===== config.mk =====
export PLATFORM = sky130hd
export DESIGN_NAME = multi_tick_gen
export DESIGN_NICKNAME = d
export VERILOG_FILES = /design/src/rtl/tick_gen_pkg.sv /design/src/rtl/tick_channel.sv /design/src/rtl/multi_tick_gen.sv
export SDC_FILE = /design/constraint.sdc
export NUM_CORES = 1
export LEC_CHECK = 0
export ABC_AREA = 0
export CAP_MARGIN = 20
export CORE_UTILIZATION = 47
export CTS_CLUSTER_SIZE = 24
export DETAILED_ROUTE_END_ITERATION = 10
export DONT_BUFFER_PORTS = 1
export PLACE_DENSITY = 0.61
export SLEW_MARGIN = 5
export SYNTH_ARGS = -nofsm -noshare
export SYNTH_HDL_FRONTEND = slang
export SYNTH_SLANG_ARGS = --single-unit

===== constraint.sdc =====
create_clock -name clk_100MHz -period 12.4 [get_ports clk_100MHz]
set_input_delay 3.1 -clock clk_100MHz [delete_from_list [all_inputs] [get_ports clk_100MHz]]
set_output_delay 3.1 -clock clk_100MHz [all_outputs]
set_load 0.01 [all_outputs]

===== src/rtl/tick_gen_pkg.sv =====
// Shared constants and width helpers for the multi-rate tick generator.
// Imported by the top level and the channel divider.
package tick_gen_pkg;

  localparam int DIV_MIN = 1;

  function automatic int clog2_safe(input int v);
    return (v <= 2) ? 1 : $clog2(v);
  endfunction

  function automatic int prescale_of(
    input int clk_hz,
    input int base_hz
  );
    return clk_hz / base_hz;
  endfunction

  function automatic int prescale_w(
    input int clk_hz,
    input int base_hz
  );
    return clog2_safe(prescale_of(clk_hz, base_hz));
  endfunction

endpackage


===== src/rtl/tick_channel.sv =====
// One programmable divider channel clocked by the shared base tick.
// Divisor changes are staged in a shadow and applied only at a wrap.
module tick_channel
  import tick_gen_pkg::*;
#(
  parameter int DIV_W   = 16,
  parameter int DEF_DIV = 1000
) (
  input  logic             i_clk,
  input  logic             i_rst_n,
  input  logic             i_clr,
  input  logic             i_adv,
  input  logic             i_load,
  input  logic [DIV_W-1:0] i_val,
  output logic             o_tick,
  output logic             o_sq
);

  logic [DIV_W-1:0] r_shadow;
  logic [DIV_W-1:0] r_active;
  logic [DIV_W-1:0] r_cnt;
  logic             r_tick;
  logic             r_sq;

  logic [DIV_W-1:0] w_val;
  logic [DIV_W-1:0] w_next;
  logic [DIV_W-1:0] w_half;
  logic [DIV_W-1:0] w_xfer;
  logic             w_last;

  assign w_val  = (i_val == '0) ? DIV_W'(DIV_MIN) : i_val;
  assign w_last = (r_cnt == r_active - DIV_W'(1));
  assign w_next = w_last ? '0 : r_cnt + DIV_W'(1);
  assign w_half = (r_active >> 1) + DIV_W'(r_active[0]);
  assign w_xfer = i_load ? w_val : r_shadow;

  // Shadow divisor: latest load wins, accepted even while disabled.
  always_ff @(posedge i_clk or negedge i_rst_n) begin
    if (!i_rst_n) begin
      r_shadow <= DIV_W'(DEF_DIV);
    end else if (i_load) begin
      r_shadow <= w_val;
    end
  end

  // Active divisor, count, tick and square wave.
  always_ff @(posedge i_clk or negedge i_rst_n) begin
    if (!i_rst_n) begin
      r_active <= DIV_W'(DEF_DIV);
      r_cnt    <= '0;
      r_tick   <= 1'b0;
      r_sq     <= 1'b0;
    end else if (i_clr) begin
      r_active <= w_xfer;
      r_cnt    <= '0;
      r_tick   <= 1'b0;
      r_sq     <= 1'b0;
    end else begin
      r_tick <= i_adv & w_last;
      if (i_adv) begin
        r_cnt <= w_next;
        r_sq  <= (w_next < w_half);
        if (w_last) begin
          r_active <= w_xfer;
        end
      end
    end
  end

  assign o_tick = r_tick;
  assign o_sq   = r_sq;

endmodule


===== src/rtl/multi_tick_gen.sv =====
// Shared prescaler to a base tick feeding NUM_CH programmable dividers.
// Each channel emits a one-cycle tick and a near-50% square wave.
module multi_tick_gen
  import tick_gen_pkg::*;
#(
  parameter int CLK_HZ  = 100_000_000,
  parameter int BASE_HZ = 1000,
  parameter int NUM_CH  = 4,
  parameter int DIV_W   = 16,
  parameter int DEF_DIV = 1000
) (
  input  logic                    clk_100MHz,
  input  logic                    reset_n,
  input  logic                    enable,
  input  logic                    sync_clr,
  input  logic [NUM_CH-1:0]       ch_en,
  input  logic [NUM_CH-1:0]       div_load,
  input  logic [NUM_CH*DIV_W-1:0] div_val,
  output logic                    base_tick,
  output logic [NUM_CH-1:0]       tick,
  output logic [NUM_CH-1:0]       sq
);

  localparam int PRESCALE = prescale_of(CLK_HZ, BASE_HZ);
  localparam int PW       = prescale_w(CLK_HZ, BASE_HZ);

  if (PRESCALE < 2) begin : g_bad_rate
    $error("CLK_HZ/BASE_HZ must be at least 2");
  end

  logic [PW-1:0] r_pcnt;
  logic          r_base;
  logic          w_wrap;

  assign w_wrap = enable & (r_pcnt == PW'(PRESCALE - 1));

  // Prescaler: free-runs while enabled, restarts on sync_clr.
  always_ff @(posedge clk_100MHz or negedge reset_n) begin
    if (!reset_n) begin
      r_pcnt <= '0;
      r_base <= 1'b0;
    end else if (sync_clr) begin
      r_pcnt <= '0;
      r_base <= 1'b0;
    end else begin
      r_base <= w_wrap;
      if (enable) begin
        r_pcnt <= w_wrap ? '0 : r_pcnt + PW'(1);
      end
    end
  end

  assign base_tick = r_base;

  for (genvar g = 0; g < NUM_CH; g++) begin : g_ch
    tick_channel #(
      .DIV_W   (DIV_W),
      .DEF_DIV (DEF_DIV)
    ) u_ch (
      .i_clk   (clk_100MHz),
      .i_rst_n (reset_n),
      .i_clr   (sync_clr),
      .i_adv   (w_wrap & ch_en[g]),
      .i_load  (div_load[g]),
      .i_val   (div_val[g*DIV_W +: DIV_W]),
      .o_tick  (tick[g]),
      .o_sq    (sq[g])
    );
  end

endmodule


==> impl_metrics.csv <==
group,metric,value,unit
yosys,synth_cell_types,66,
min_path,hp-class,"reg -> reg",
yosys,synth_top_area_share,27.66,%
yosys,synth_warnings,0,
setup_path,crit_path_max_fanout,18,
yosys,synthFlopType,"dfrtp_1",
yosys,yosysMostFrequentCell,"nor2_1",
setup_path,endpoint_kind,"flip-flop",
clock_tree,holdBufCountCts,0,
global_routing,grt_pass1_vias,11371,
sta,setup_viol,0,
die,fp-row-count,65,
yosys,synth-xor-area-share,10.71,%
route,wirelength,33740,um
global_routing,grt_start_max_net_pins,219,
die,core-area,31880,sq um
die,die_x,182.9,um
yosys,synth_area_per_cell,8.942,sq um
yosys,synth.area.top_cells,"dfrtp_1, dfstp_2, mux2_2",
sta,rsz0062_at_grt,"false",
power,peakVddDrop,0.1014,mV
route,drtAntennaViolNets,0,
power,powerDensity,122.0,nW/um^2
clock_tree,cts_sinks,218,
clock_tree,clkTransAtPathRegs,50,ps
sta,post-route-min-period,5115,ps
route,drt_iter0_drc,701,
power,p_leak,6.510,nW
global_routing,grt_pass1_wl,57170,um
clock_tree,numCtsBuffers,26,
die,ios,85,
clock_tree,tritoncts,"built",
sta,tns,0,ps
global_routing,track_usage,20.54,%
global_routing,grt.overflow.total,0,
clock_tree,clock_latency,530,ps
yosys,syn_area,15380,sq um
placed_design,numPortBuffers,0,
clock_tree,cts_root_buf,"clkbuf_16",
yosys,synthMuxAreaShare,9.876,%
setup_path,crit_arrival,5520,ps
yosys,postSynthCellCount,1720,
route,vias,11790,
setup_path,worst-setup-path-type,"in -> reg",
yosys,ys_ff_latch,218,
layout,fin_nets,1778,
yosys,synth_top_family_by_area,"simple AND/OR/NAND/NOR gates",
yosys,synth_edf_count,0,
sta,period_share,41.25,%
yosys,yosys.area_share.simple,23.83,%
route,drc,0,
global_routing,met2_usage,33.73,%
clock_tree,post-cts-setup-buffers,0,
global_routing,antenna_found_initial,0,
yosys,synth-adder-area-share,6.264,%
sta,maxSlewViolCount,0,
global_routing,grt_use_met3,2.383,%
sta,slew_headroom,32.81,%
yosys,yosys.area.top_type,"dfrtp_1",
sta,fmax,195.5,MHz
layout,antenna_cells,0,
yosys,synth_compound_area_share,9.322,%
sta,hold_viol,0,
route,wire_per_inst,16.22,um
global_routing,met1_usage,28.87,%
sta,fin_worst_skew,8.718,ps
yosys,synth_nets,1873,
sta,worstMarginPinSlew,1005,ps
layout,drive_above_1_share,15.20,%
yosys,synthTopCellsByCount,"nor2_1, dfrtp_1, nand2_1",
die,fp.dieH,182.9,um
placed_design,hpwl,23870,um
die,die-area,33450,sq um
power,design_power_total,2.003,mW
setup_path,worstSetupStartpointType,"input pin",
clock_tree,htreeDepth,1,
yosys,yosysSeqAreaShare,35.86,%
flow_run,maxCapViolCount,0,
layout,syn2layout_area_growth,6.784,%
yosys,synthArstFlopShare,100.0,%
global_routing,busiest_layer,"met2",
route,first_pass_iters,5,
clock_tree,cts_buffer_depth,3,
clock_tree,cts_resized,0,
outcome,status,"finished, final reports clean",
placed_design,gp_congestion,0.8888,
die,start_util,48.25,%
setup_path,required,12810,ps
route,viasPerCell,5.668,
==> worst paths after layout <==
| path | start | endpoint | slack [ps] | depth (start not counted) |
|---|---|---|---|---|
| min in group asynchronous | reset_n | g_ch[2].u_ch.r_active[4]$_DFFE_PN0P_ | 2270 | 0 |
| setup reg to reg | g_ch[3].u_ch.r_active[2]$_DFFE_PN0P_ | g_ch[3].u_ch.o_sq$_DFFE_PN0P_ | 7310 | 16 |
| hold reg to reg | g_ch[0].u_ch.r_shadow[2]$_DFF_PN0_ | g_ch[0].u_ch.r_shadow[2]$_DFF_PN0_ | 490 | 1 |
| hold / removal | g_ch[0].u_ch.r_shadow[2]$_DFF_PN0_ | g_ch[0].u_ch.r_shadow[2]$_DFF_PN0_ | 490 | 1 |
| setup / recovery | enable | g_ch[0].u_ch.r_active[2]$_DFFE_PN0P_ | 7290 | 7 |
| max in group asynchronous | reset_n | g_ch[3].u_ch.r_shadow[8]$_DFF_PN1_ | 9830 | 0 |
==> worst max-delay path, cell delays in order <==
cell      delay (ps)
nand3b_1          90
nor4_2           500
buf_4            260
nand2_1          240
o31ai_4          580
buf_4            370
mux2_2           370
==> flip-flops by register name, indices dropped and copies added, names as in the netlist <==
| signal | count |
|---|---|
| g_ch.u_ch.o_sq | 4 |
| g_ch.u_ch.r_active | 64 |
| r_pcnt | 17 |
| g_ch.u_ch.o_tick | 4 |
| g_ch.u_ch.r_shadow | 64 |
| g_ch.u_ch.r_cnt | 64 |
| base_tick | 1 |
==> cell families (layout without fill, tap and decap cells) <==
logic type | after synthesis | in the layout
AO/OA/AOI/OAI | 231 | 231
XOR/XNOR | 188 | 188
adder cells (fa/ha/maj) | 77 | 77
buffers and inverters | 158 | 83
flip-flops | 218 | 218
multiplexers | 132 | 132
AND/OR/NAND/NOR | 716 | 716
==> cells in the final DEF (no fill, tap or decap), drive strengths merged, types with 25 or more instances in the layout <==
cell	count
nand3	89
nor3	48
and3	30
nor2	180
a21oi	95
clkbuf	36
nor2b	25
nor4	33
dfrtp	170
o21ai	45
xnor2	104
mux2	122
xor2	84
nand2	132
or3	42
dfstp	48
nand4	29
ha	77
==> stage by stage <==
stage	instances	hold WS, ps	setup slack, ps	cell area (sq um)	utilization, %
3_3_place_gp	2032	482.5	6865	15490	48.58
2_1_floorplan	1720	468.1	7311	15380	-
5_1_grt	2080	511.5	7003	16420	51.52
4_1_cts	2080	497.0	7296	16420	51.52
6_report	2080	494.5	7285	16420	51.52
3_5_place_dp	2032	484.6	6767	15490	48.58
==> routing by layer <==
metal / up-vias / wire length [um] / share of wire (%)
met5: - / 0 / 0
met4: 0 / 702 / 2.1
met3: 45 / 1087 / 3.2
met2: 175 / 15760 / 47
met1: 5698 / 16190 / 48
li1: 5872 / - / -
==> where the power goes <==
part           internal (mW)  switching (mW)  leakage (nW)  total [mW]
logic                  0.162           0.142          3.36       0.304
clock network          0.515           0.302         0.464       0.817
registers              0.784          0.0978          2.68       0.882
total                   1.46           0.543          6.51        2.00
==> layout make-up <==
| class | instances | area, sq um |
|---|---|---|
| Fill cell | 3019 | 15460 |
| Multi-Input combinational cell | 1344 | 9260 |
| Sequential cell | 218 | 5515 |
| Clock buffer | 36 | 769.5 |
| Tap cell | 435 | 544.3 |
| Clock inverter | 12 | 166.4 |
| Inverter | 25 | 93.84 |
| Timing Repair Buffer | 10 | 75.07 |
Note: power is estimated with default switching activity, not from simulation.
